==> src/rtl/adder_share_pkg.sv <==
// Shared types and defaults for the round-robin adder-sharing block.
// Slot encoding and parameter defaults live here so future shared-resource blocks agree.
package adder_share_pkg;

    localparam int DEF_N_REQ = 4;
    localparam int DEF_WIDTH = 100;
    localparam int ID_W      = $clog2(DEF_N_REQ);

    typedef enum logic {
        SLOT_EMPTY = 1'b0,
        SLOT_FULL  = 1'b1
    } slot_e;

endpackage

==> src/rtl/rr_arbiter.sv <==
// Combinational round-robin pick: first set req bit at or after ptr, wrapping modulo N.
// gnt is one-hot only when en is high; gnt_id reports the candidate regardless.
module rr_arbiter #(
    parameter  int N    = 4,
    localparam int ID_W = (N > 1) ? $clog2(N) : 1
) (
    input  logic [N-1:0]    req,
    input  logic [ID_W-1:0] ptr,
    input  logic            en,
    output logic [N-1:0]    gnt,
    output logic [ID_W-1:0] gnt_id
);

    logic [ID_W-1:0] idx;
    logic            found;

    always_comb begin
        gnt    = '0;
        gnt_id = '0;
        found  = 1'b0;
        idx    = '0;
        for (int i = 0; i < N; i++) begin
            idx = ID_W'((int'(ptr) + i) % N);
            if (!found && req[idx]) begin
                found  = 1'b1;
                gnt_id = idx;
            end
        end
        if (en && found) gnt[gnt_id] = 1'b1;
    end

endmodule

==> src/rtl/adder_share_arbiter.sv <==
// Shares one WIDTH+1 bit add-with-carry among N_REQ requesters, round-robin,
// with a single registered result slot that drains and refills in the same cycle.
module adder_share_arbiter
    import adder_share_pkg::*;
#(
    parameter  int N_REQ = DEF_N_REQ,
    parameter  int WIDTH = DEF_WIDTH,
    localparam int ID_W  = $clog2(N_REQ)
) (
    input  logic                   clk,
    input  logic                   rst_n,
    input  logic [N_REQ-1:0]       req_valid,
    output logic [N_REQ-1:0]       req_ready,
    input  logic [N_REQ*WIDTH-1:0] req_a,
    input  logic [N_REQ*WIDTH-1:0] req_b,
    input  logic [N_REQ-1:0]       req_cin,
    output logic                   rsp_valid,
    input  logic                   rsp_ready,
    output logic [WIDTH-1:0]       rsp_sum,
    output logic                   rsp_cout,
    output logic [ID_W-1:0]        rsp_id
);

    slot_e            slot;
    logic [ID_W-1:0]  ptr;
    logic [N_REQ-1:0] gnt;
    logic [ID_W-1:0]  gnt_id;
    logic             can_accept;
    logic             accept;
    logic [WIDTH-1:0] a_sel;
    logic [WIDTH-1:0] b_sel;
    logic             cin_sel;
    logic [WIDTH:0]   sum_full;

    // Reset gates the arbiter so no ready is shown while the block is held in reset.
    assign can_accept = rst_n & ((slot == SLOT_EMPTY) | rsp_ready);

    rr_arbiter #(.N(N_REQ)) u_arb (
        .req    (req_valid),
        .ptr    (ptr),
        .en     (can_accept),
        .gnt    (gnt),
        .gnt_id (gnt_id)
    );

    assign req_ready = gnt;
    assign accept    = |gnt;
    assign rsp_valid = (slot == SLOT_FULL);

    // One-hot AND-OR operand mux keeps operands off the ready path.
    always_comb begin
        a_sel   = '0;
        b_sel   = '0;
        cin_sel = 1'b0;
        for (int i = 0; i < N_REQ; i++) begin
            if (gnt[i]) begin
                a_sel   = a_sel | req_a[i*WIDTH +: WIDTH];
                b_sel   = b_sel | req_b[i*WIDTH +: WIDTH];
                cin_sel = cin_sel | req_cin[i];
            end
        end
    end

    assign sum_full = {1'b0, a_sel} + {1'b0, b_sel} + {{WIDTH{1'b0}}, cin_sel};

    always_ff @(posedge clk or negedge rst_n) begin
        if (!rst_n) begin
            slot     <= SLOT_EMPTY;
            rsp_sum  <= '0;
            rsp_cout <= 1'b0;
            rsp_id   <= '0;
            ptr      <= '0;
        end else if (accept) begin
            slot                <= SLOT_FULL;
            {rsp_cout, rsp_sum} <= sum_full;
            rsp_id              <= gnt_id;
            ptr                 <= (gnt_id == ID_W'(N_REQ - 1)) ? '0 : gnt_id + 1'b1;
        end else if (rsp_ready) begin
            slot <= SLOT_EMPTY;
        end
    end

endmodule
==> config.mk <==
export PLATFORM = sky130hd
export DESIGN_NAME = adder_share_arbiter
export DESIGN_NICKNAME = d
export VERILOG_FILES = /design/src/rtl/adder_share_pkg.sv /design/src/rtl/rr_arbiter.sv /design/src/rtl/adder_share_arbiter.sv
export SDC_FILE = /design/constraint.sdc
export NUM_CORES = 1
export LEC_CHECK = 0
export ABC_CLOCK_PERIOD_IN_PS = 4400
export CORE_AREA = 3 3 359 361
export DETAILED_ROUTE_END_ITERATION = 7
export DIE_AREA = 0 0 362 364
export DONT_BUFFER_PORTS = 1
export GPL_TIMING_DRIVEN = 0
export PLACE_DENSITY_LB_ADDON = 0.2
export RECOVER_POWER = 50
export SLEW_MARGIN = 5
export SYNTH_ARGS = -nofsm -noshare
export SYNTH_HDL_FRONTEND = slang
export SYNTH_HIERARCHICAL = 1
export SYNTH_SLANG_ARGS = --single-unit
==> constraint.sdc <==
create_clock -name clk -period 4.4 [get_ports clk]
set_input_delay 0.66 -clock clk [delete_from_list [all_inputs] [get_ports clk]]
set_output_delay 0.66 -clock clk [all_outputs]
set_load 0.05 [all_outputs]
==> impl_metrics.prom <==
# TYPE chip_impl_metric gauge
chip_impl_info{name="run_status",value="finished with violations"} 1
chip_impl_info{name="failed_checks",value="max-capacitance violations, max-slew violations, negative setup slack"} 1
chip_impl_metric{name="fmaxAchievable",unit="MHz"} 161
chip_impl_metric{name="final_period_minus_worst_setup_slack",unit="ns"} 6.22
chip_impl_metric{name="synthCells",unit=""} 2069
chip_impl_metric{name="power-per-cell-area",unit="nW/um^2"} 700
chip_impl_metric{name="netlist-cell-type-count",unit=""} 83
chip_impl_metric{name="dr_vias_cell",unit=""} 4.53
chip_impl_metric{name="use_met1",unit="%"} 18.3
chip_impl_metric{name="final_critical_path_setup_slack",unit="ns"} -1.82
chip_impl_metric{name="worst_setup_hold_path_clk_slew",unit="ns"} 0.09
chip_impl_metric{name="firstDrtPassIters",unit=""} 5
chip_impl_metric{name="tightest_pin_transition",unit="ns"} 3.36
chip_impl_metric{name="yosys_register_bits",unit=""} 106
chip_impl_info{name="worst_path_most_repeated_cell",value="buf_12"} 1
chip_impl_metric{name="synth_sequential_area_ratio",unit="%"} 18.2
chip_impl_metric{name="whs_path_depth",unit=""} 2
chip_impl_info{name="netlist.top_cell.by_area",value="a22oi_1"} 1
chip_impl_metric{name="pwr-share-comb",unit="%"} 68.1
chip_impl_metric{name="synth_top_area_share",unit="%"} 20.7
chip_impl_metric{name="power.switching",unit="mW"} 9.15
chip_impl_metric{name="cts_sinks",unit=""} 106
chip_impl_metric{name="wl_per_cell",unit="um"} 28.1
chip_impl_metric{name="io_buffers",unit=""} 0
chip_impl_metric{name="residual_drc",unit=""} 0
chip_impl_metric{name="cts-buffers-inserted",unit=""} 9
chip_impl_metric{name="grt_start_max_net_pins",unit=""} 108
chip_impl_metric{name="timing.final.max_slew_violations",unit=""} 107
chip_impl_metric{name="leakagePower",unit="nW"} 8.08
chip_impl_metric{name="max_cap_violations",unit=""} 1
chip_impl_metric{name="synth_area",unit="um^2"} 14600
chip_impl_metric{name="design.die.area",unit="um^2"} 132000
chip_impl_info{name="grt_most_used_layer",value="met2"} 1
chip_impl_metric{name="post_synth_edffs",unit=""} 0
chip_impl_metric{name="skew",unit="ns"} 0.0155
chip_impl_metric{name="p_int",unit="mW"} 5.83
chip_impl_info{name="tritoncts",value="done"} 1
chip_impl_metric{name="critical_path_depth",unit=""} 25
chip_impl_info{name="ys_top_cells_by_area",value="a22oi_1, dfrtp_1, nand2_1"} 1
chip_impl_metric{name="wl",unit="um"} 109000
chip_impl_metric{name="hpwl",unit="um"} 90700
chip_impl_info{name="cts_root_buffer",value="clkbuf_16"} 1
chip_impl_info{name="synthMostInstantiatedCell",value="a22oi_1"} 1
chip_impl_metric{name="fillCellCount",unit=""} 14400
chip_impl_metric{name="routed_vias",unit=""} 17600
chip_impl_metric{name="final_hold_viol_count",unit=""} 0
chip_impl_metric{name="relSlewSlack",unit="%"} -124
chip_impl_info{name="yosys-top-cells-count",value="a22oi_1, nand2_1, a21oi_1, nor2_1, clkbuf_1"} 1
chip_impl_metric{name="synthToLayoutAreaGrowth",unit="%"} 46.9
chip_impl_metric{name="chipWidth",unit="um"} 362
chip_impl_metric{name="grt_util_met2",unit="%"} 27.5
chip_impl_metric{name="gp_routability_congestion",unit=""} 0.865
chip_impl_metric{name="synth.yosys.warnings",unit=""} 6
chip_impl_info{name="critPathCaptureType",value="flop"} 1
chip_impl_metric{name="clockPowerShare",unit="%"} 6.6
chip_impl_metric{name="globalRouteMet3Util",unit="%"} 3.81
chip_impl_metric{name="detail-route-antenna-nets",unit=""} 0
chip_impl_metric{name="first_global_vias",unit=""} 17900
chip_impl_info{name="hold_class",value="primary input to flop"} 1
chip_impl_metric{name="htree_num_levels",unit=""} 3
chip_impl_metric{name="core_area",unit="um^2"} 126000
chip_impl_metric{name="switching_part_of_the_total",unit="%"} 61.1
chip_impl_metric{name="final_nets",unit=""} 3127
chip_impl_metric{name="power.sequential.fraction",unit="%"} 25.2
chip_impl_info{name="crit_path_start_kind",value="flop"} 1
chip_impl_metric{name="worst_ir_drop_vdd",unit="mV"} 0.220
chip_impl_metric{name="cp_data_required_time",unit="ns"} 4.66
chip_impl_info{name="crit_path_top_delay_cell",value="nor3b_4"} 1
chip_impl_metric{name="post-route-cell-area",unit="um^2"} 21400
chip_impl_metric{name="delay_contributed_by_the_slowest_stage_of_the_critical_path",unit="ns"} 1.00
chip_impl_metric{name="wire_length_of_the_first_global_routing_pass",unit="um"} 143000
chip_impl_metric{name="layoutNonFillerInstCount",unit=""} 3885
chip_impl_metric{name="rows",unit=""} 130
chip_impl_info{name="critical_path.top_delay_family",value="simple AND/OR/NAND/NOR gates"} 1
chip_impl_metric{name="io_pins",unit=""} 919
chip_impl_metric{name="clk_latency",unit="ns"} 0.41
chip_impl_metric{name="synth-async-reset-ratio",unit="%"} 100
chip_impl_metric{name="global_route.usage.total",unit="%"} 15.5
chip_impl_metric{name="drt_iter0_drc",unit=""} 1067
chip_impl_info{name="setup_repair_after_global_routing_missed_its_margin",value="yes"} 1
chip_impl_metric{name="synthesis.area_per_instance",unit="um^2"} 7.05
chip_impl_info{name="path_class",value="flop to flop"} 1
chip_impl_metric{name="max-clock-path-buffers",unit=""} 2
chip_impl_metric{name="ff2ff_path_depth",unit=""} 25
chip_impl_metric{name="grt_antenna_before_repair",unit=""} 24
chip_impl_metric{name="cp_arrival",unit="ns"} 6.48
chip_impl_info{name="yosys_most_used_dff",value="dfrtp_1"} 1
chip_impl_metric{name="numPlacedInstances",unit=""} 3720
chip_impl_metric{name="standard_cell_area_after_detailed_placement",unit="um^2"} 16900
chip_impl_metric{name="mappedNetlistNets",unit=""} 2982
chip_impl_metric{name="initial_utilization",unit="%"} 11.6
chip_impl_metric{name="timing.final.crit_share",unit="%"} 141
chip_impl_metric{name="globalRoute.totalOverflow",unit=""} 0
chip_impl_metric{name="finalSetupViolations",unit=""} 96
chip_impl_metric{name="die_y",unit="um"} 364
chip_impl_metric{name="worstPathBufferInverterCount",unit=""} 7
chip_impl_metric{name="final_layout_size_suffix_gt1_share",unit="%"} 26.8
chip_impl_metric{name="worst-path-max-fanout",unit=""} 6
[cell type report]
type / instances / area (um^2) / share of cell area, %
clock buffer: 12 / 267 / 1.24
inverter: 35 / 134 / 0.625
sequential: 106 / 2660 / 12.4
buffer: 140 / 945 / 4.41
multi-input combinational: 1765 / 13600 / 63.6
timing repair buffer: 157 / 1630 / 7.62
clock inverter: 4 / 56.3 / 0.263
tap: 1650 / 2060 / 9.64
antenna: 16 / 40.0 / 0.187
[cells by family after synthesis]
group	Yosys count	share of synthesized area (%)
simple gates	658	19.7
compound gates	908	42.2
flops	106	18.2
mux	3	0.215
xor+xnor	94	5.65
fa+ha+maj	102	8.86
buf+inv	198	5.15
[worst paths after layout]
kind,to,from,slack (ns)
max,rsp_sum[74]$_DFFE_PN0P_,rsp_valid$_DFFE_PN0P_,-1.82
max reg2reg,rsp_sum[74]$_DFFE_PN0P_,rsp_valid$_DFFE_PN0P_,-1.82
min in group asynchronous,rsp_sum[94]$_DFFE_PN0P_,rst_n,1.33
min reg2reg,ptr[0]$_DFFE_PN0P_,ptr[0]$_DFFE_PN0P_,0.57
min,rsp_valid$_DFFE_PN0P_,rsp_ready,0.44
max in group asynchronous,ptr[1]$_DFFE_PN0P_,rst_n,0.91
[stage by stage]
step	utilization (%)	setup slack (ns)	hold slack, ns	total power, mW	setup TNS, ns
global placement	13.4	-4.84	0.385	11.9	-341.94
global route	17.0	-1.98	0.401	16.1	-139.75
detailed placement	13.4	-4.03	0.384	11.9	-257.90
CTS	16.1	-1.90	-0.0814	14.5	-118.34
finish	17.0	-1.82	0.440	15.0	-123.24
floorplan	-	-0.861	0.364	8.48	-32.56
[placed cells by master, fill, tap and decap left out, drive strengths merged, types with 11 or more instances in the layout]
master  count
a22oi     402
nand2     349
a21oi     237
buf       170
nor2      157
clkbuf    139
dfrtp     106
ha        100
o21ai     100
xnor2      64
nand4      58
a21o       41
inv        37
o21bai     34
xor2       30
nor3       22
o21a       18
diode      16
nand3      12
o31ai      12
nor4       11
nand2b     11
[state kept, by name, indices dropped and copies added, names as in the netlist]
register,count
ptr,2
rsp_valid,1
rsp_sum,100
rsp_cout,1
rsp_id,2
[routing by layer]
layer	share of wire (%)	wire length [um]
met3	6.7	7340
met2	50	54600
met4	2.9	3120
met1	40	44100
met5	0.038	42
[power groups by stage]
| stage | sequential (mW) | combinational (mW) | clock (mW) |
|---|---|---|---|
| after global routing | 3.90 | 11.2 | 1.08 |
| after floorplan | 3.36 | 5.12 | 0 |
| after global placement | 3.88 | 8.06 | 0 |
| final | 3.78 | 10.2 | 0.995 |
| after CTS | 3.85 | 9.56 | 1.05 |
| after detailed placement | 3.87 | 8.04 | 0 |
[what timing repair did]
item | 4_1_cts | 5_1_grt
cloned | 1 | 0
hold endpoints to repair | 106 | 106
resized for setup | 466 | 196
pin swaps | 160 | 170
endpoints found under the setup margin | 104 | 99
buffers inserted | 104 | 66
Note: power is estimated with default switching activity, not from simulation.
